`config.mk`:
```
export PLATFORM = sky130hd
export DESIGN_NAME = register_sequencer
export DESIGN_NICKNAME = d
export VERILOG_FILES = /design/src/rtl/register_sequencer.sv
export SDC_FILE = /design/constraint.sdc
export NUM_CORES = 1
export LEC_CHECK = 0
export ABC_AREA = 1
export CORE_MARGIN = 2
export CORE_UTILIZATION = 47
export CTS_BUF_LIST = sky130_fd_sc_hd__clkbuf_8
export DETAILED_ROUTE_END_ITERATION = 6
export PLACE_DENSITY = 0.81
export RECOVER_POWER = 100
export SLEW_MARGIN = 20
export SYNTH_ARGS = -nofsm -noshare
export SYNTH_HDL_FRONTEND = slang
export SYNTH_SLANG_ARGS = --single-unit
```
`constraint.sdc`:
```
create_clock -name clk -period 1.6 [get_ports clk]
set_clock_uncertainty 0.05 [all_clocks]
set_input_delay 0.48 -clock clk [delete_from_list [all_inputs] [get_ports clk]]
set_output_delay 0.48 -clock clk [all_outputs]
set_load 0.01 [all_outputs]
```
`src/rtl/register_sequencer.sv`:
```
// Control sequencer for the 4-bit datapath: accepts one opcode per start/done handshake and
// drives the X/Y/Z register command buses and ALU select through a multi-cycle sequence.
module register_sequencer #(
    parameter int unsigned CNT_W = 8
) (
    input  logic             clk,
    input  logic             rst_n,
    input  logic             start,
    input  logic [3:0]       opcode,
    output logic             busy,
    output logic             done,
    output logic             err,
    output logic [2:0]       Tx,
    output logic [2:0]       Ty,
    output logic [2:0]       Tz,
    output logic [1:0]       alu_sel,
    output logic [CNT_W-1:0] retired
);

    localparam logic [2:0] CmdHold   = 3'b000;
    localparam logic [2:0] CmdLoad   = 3'b001;
    localparam logic [2:0] CmdShiftR = 3'b010;
    localparam logic [2:0] CmdShiftL = 3'b011;
    localparam logic [2:0] CmdReset  = 3'b100;

    typedef enum logic [2:0] {
        StIdle   = 3'd0,
        StDecode = 3'd1,
        StExec1  = 3'd2,
        StExec2  = 3'd3,
        StDone   = 3'd4
    } state_e;

    state_e           state_q, state_d;
    logic [3:0]       op_q, op_d;
    logic [CNT_W-1:0] retired_q, retired_d;

    logic       op_legal;
    logic       op_is_alu;
    logic [1:0] alu_code;

    assign op_legal  = (op_q <= 4'd8);
    assign op_is_alu = (op_q >= 4'd2) && (op_q <= 4'd5);
    // ADD..OR occupy opcodes 2..5; the low two bits minus 2 give the ALU select directly.
    assign alu_code  = op_q[1:0] - 2'd2;

    always_ff @(posedge clk or negedge rst_n) begin
        if (!rst_n) begin
            state_q   <= StIdle;
            op_q      <= 4'd0;
            retired_q <= '0;
        end else begin
            state_q   <= state_d;
            op_q      <= op_d;
            retired_q <= retired_d;
        end
    end

    always_comb begin
        state_d   = StIdle;
        op_d      = op_q;
        retired_d = retired_q;
        case (state_q)
            StIdle: begin
                if (start) begin
                    op_d    = opcode;
                    state_d = StDecode;
                end
            end
            StDecode: state_d = op_legal ? StExec1 : StDone;
            StExec1:  state_d = op_is_alu ? StExec2 : StDone;
            StExec2:  state_d = StDone;
            StDone: begin
                state_d = StIdle;
                if (op_legal) begin
                    retired_d = retired_q + CNT_W'(1);
                end
            end
            // Unused encodings fall back to idle.
            default:  state_d = StIdle;
        endcase
    end

    always_comb begin
        busy    = 1'b0;
        done    = 1'b0;
        err     = 1'b0;
        Tx      = CmdHold;
        Ty      = CmdHold;
        Tz      = CmdHold;
        alu_sel = 2'b00;
        case (state_q)
            StDecode: busy = 1'b1;
            StExec1: begin
                busy = 1'b1;
                case (op_q)
                    4'd1: Tx = CmdLoad;
                    4'd2, 4'd3, 4'd4, 4'd5: begin
                        Ty      = CmdLoad;
                        alu_sel = alu_code;
                    end
                    4'd6: Tz = CmdShiftR;
                    4'd7: Tz = CmdShiftL;
                    4'd8: begin
                        Tx = CmdReset;
                        Ty = CmdReset;
                        Tz = CmdReset;
                    end
                    default: ;
                endcase
            end
            StExec2: begin
                busy    = 1'b1;
                Tz      = CmdLoad;
                alu_sel = alu_code;
            end
            StDone: begin
                busy = 1'b1;
                done = 1'b1;
                err  = ~op_legal;
            end
            default: ;
        endcase
    end

    assign retired = retired_q;

endmodule

```
==> metrics.cfg <==
[run_status]
violations = setup timing
status = complete, but fails checks

[final_layout]
final_core_util_pct = 84.0
drive_gt1_share_pct = 47.1
area_delta_synth_final_pct = 64.9
fin_nets = 181
fillers = 110
antenna_cells = 0

[critical_path]
regToRegSetupSlack_ps = 80
cp_cell_sequence = inv_2 -> nand2_4 -> nand3_4 -> nand2_2 -> inv_2 -> nor3_2 -> buf_2
critPathLaunchType = flip-flop
cp.required_ps = 1070
r2r-start = state_q[0]
crit_path_frequent_cell = inv_2
critical_path.max_fanout = 4
r2r_end = op_q[2]
crit_path_end_kind = primary output
r2r_cells = 5
cp.arrival_ps = 1310
max_stage_delay_ps = 450
criticalPathCategory = flip-flop to primary output
crit_slowest_cell = dfrtp_1

[placement]
io_buffers = 26
gp_congestion = 0.770
dp_hpwl_um = 1670
place_ws_ps = -391

[detailed_routing]
drt-total-wl_um = 2820
vias_per_cell = 4.94
drtIter0Drc = 13
drtPass1Iterations = 4
via_count = 973
wl_per_cell_um = 14.3
drc = 0
route.antenna.remaining_nets = 0

[power_and_ir_drop]
pwr-share-comb_pct = 62.5
seq_power_share_pct = 25.4
power.internal_mw = 1.40
power_switching_mw = 1.10
clock_power_share_pct = 12.1
peakVddDrop_uv = 1490
switching_share_pct = 44.0
power.density_nw_per_um2 = 1690
power_leakage_nw = 0.762

[clock_network]
clock-sinks = 15
numCtsBuffers = 3
insertion_delay_ps = 250
cts_buffer_depth = 2
tritoncts = built
root_buffer = clkbuf_8
path_clk_slew_ps = 60
htreeDepth = 1

[grt]
grt_remaining_overflow = 0
grt_pass1_wl_um = 3690
antenna_found_initial = 0
grt_max_degree = 16
globalRouteTotalUtil_pct = 24.0
grt_pass1_vias = 909

[min_path]
worst_hold_path.num_cells = 2
hold-path-endpoint = retired[6]
hold_path.class = flip-flop to flip-flop
min_from = retired[6]

[die]
die_area_um2 = 2280
die_w_um = 47.7
initial_core_util_pct = 50.9
fp.dieH_um = 47.7
io_pins = 29
row_count = 15
core-area_um2 = 1760

[timing]
slew_headroom_pct = 47.1
max_freq_mhz = 542
layout_setup_ws_ps = -244
setup_viol = 12
slew_violations = 0
min_period_ps = 1840
rsz0062_at_grt = true
hold_violations = 0
timing.final.crit_share_pct = 115
worst_slew_pin_slew_ps = 793

[synth]
syn_inst = 115
seq_area_frac_synth_pct = 41.8
ys_warn_count = 0
ys_ff_latch = 15
netlist_area_um2 = 898
avgSynthCellArea_um2 = 7.81
synth.distinct_cells = 25

[job]
maxCapViolCount = 0

cells in the mapped netlist:
| cell type | instances | area share, % |
|---|---|---|
| a21oi_1 | 5 | 2.8 |
| o21ai_0 | 1 | 0.56 |
| clkinv_4 | 1 | 0.98 |
| nor3_1 | 5 | 2.8 |
| o21ai_2 | 2 | 2.0 |
| nor2_2 | 2 | 1.4 |
| nand4_1 | 2 | 1.4 |
| nor2_1 | 13 | 5.4 |
| nand3_1 | 7 | 3.9 |
| nand2_4 | 1 | 1.3 |
| dfrtp_1 | 15 | 42 |
| inv_1 | 13 | 5.4 |
| nand2_8 | 1 | 2.2 |
| nand2_1 | 30 | 13 |
| o21bai_1 | 1 | 0.84 |
| nor4_1 | 1 | 0.70 |
| inv_6 | 1 | 0.98 |
| buf_4 | 3 | 2.5 |
| inv_2 | 1 | 0.42 |
| ha_1 | 1 | 1.4 |
| nand2_2 | 2 | 1.4 |
| nand3_2 | 2 | 2.2 |
| xor2_2 | 1 | 1.8 |
| conb_1 | 1 | 0.42 |
| xnor2_1 | 3 | 2.9 |
flip-flops by register name (all words and copies together), names as in the netlist:
register and cells:
op_q 4, retired 8, state_q 3
per-layer routing:
| metal | global-route usage [%] | vias to the layer above | routed length [um] |
|---|---|---|---|
| li1 | - | 472 | - |
| met1 | 26.1 | 469 | 1160 |
| met2 | 41.9 | 26 | 1490 |
| met3 | 5.66 | 6 | 99 |
| met4 | 14.6 | 0 | 64 |
| met5 | 0 | - | 0 |
power by group through the flow:
stage                     Sequential, mW  Clock [mW]  Combinational [mW]
final                              0.635       0.302                1.56
after CTS                          0.604       0.306                1.33
after global placement             0.596           0                1.21
after floorplan                    0.638           0               0.568
after detailed placement           0.611           0                1.25
after global routing               0.646       0.323                1.68
kinds of logic (layout without fill, tap and decap cells):
group | after synthesis | count (layout) | share of synthesized area (%)
buffers and inverters | 19 | 75 | 10.3
xor gates and xnor gates | 4 | 4 | 4.74
and+or+nand+nor | 66 | 66 | 35.2
other | 1 | 2 | 0.417
adders and majority gates | 1 | 1 | 1.39
DFF | 15 | 15 | 41.8
AOI/OAI and AO/OA | 9 | 9 | 6.13
timing repair:
item,CTS,global route
hold buffers,0,0
buffers inserted,4,2
setup endpoints to repair,20,12
resized for setup,71,22
pin swaps,6,4
stage by stage:
stage	total power [mW]	hold WS [ps]	instances	TNS [ps]	area, um^2
finish	2.50	489	197	-2260	1480
global route	2.65	525	197	-2960	1480
floorplan	1.21	134	116	-41.3	907
detailed placement	1.86	474	187	-3740	1350
CTS	2.24	486	195	-1810	1400
global placement	1.80	457	187	-3300	1350
layout make-up:
cell class	count	area [um^2]	share of cell area [%]
multi-input cells	82	533	36.0
repair buffers	55	422	28.5
flip-flops and latches	15	378	25.5
inverters	16	72.6	4.90
clock buffers	3	41.3	2.79
well taps	25	31.3	2.11
clock inverters	1	3.75	0.253
critical path, delay by kind of cell (launching register included):
kind / cells / cell delay, ps
AND/OR/NAND/NOR: 4 / 330
flip-flops: 1 / 450
buffers and inverters: 3 / 280
cells in the final DEF (no fill, tap or decap), types with 2 or more instances in the layout:
master,netlist,routed
nor2_4,0,2
nor2_2,2,4
nor2_1,13,9
nand3_2,2,2
nand2_4,1,4
buf_2,0,10
conb_1,1,2
a21oi_1,5,4
dfrtp_2,0,2
xnor2_1,3,3
clkdlybuf4s50_1,0,6
nor3_2,0,4
buf_6,0,4
inv_2,1,6
nand3_1,7,6
dfrtp_1,15,13
dlygate4sd2_1,0,8
nand2_2,2,3
clkbuf_8,0,3
buf_4,3,24
inv_1,13,8
nand4_1,2,2
o21ai_2,2,2
nand2_1,30,26
how the worst max path moves through the flow:
stage / start / cells after the start / slack [ps] / to
after floorplan: state_q[2] / 6 / -30 / Ty[2]
after global placement: op_q[1] / 7 / -350 / alu_sel[0]
after detailed placement: state_q[2] / 6 / -390 / Tx[0]
after CTS: state_q[2] / 6 / -230 / Ty[2]
after global routing: op_q[2] / 7 / -300 / alu_sel[1]
final: op_q[2] / 7 / -240 / alu_sel[0]
Power figures use the tool's default switching activity.
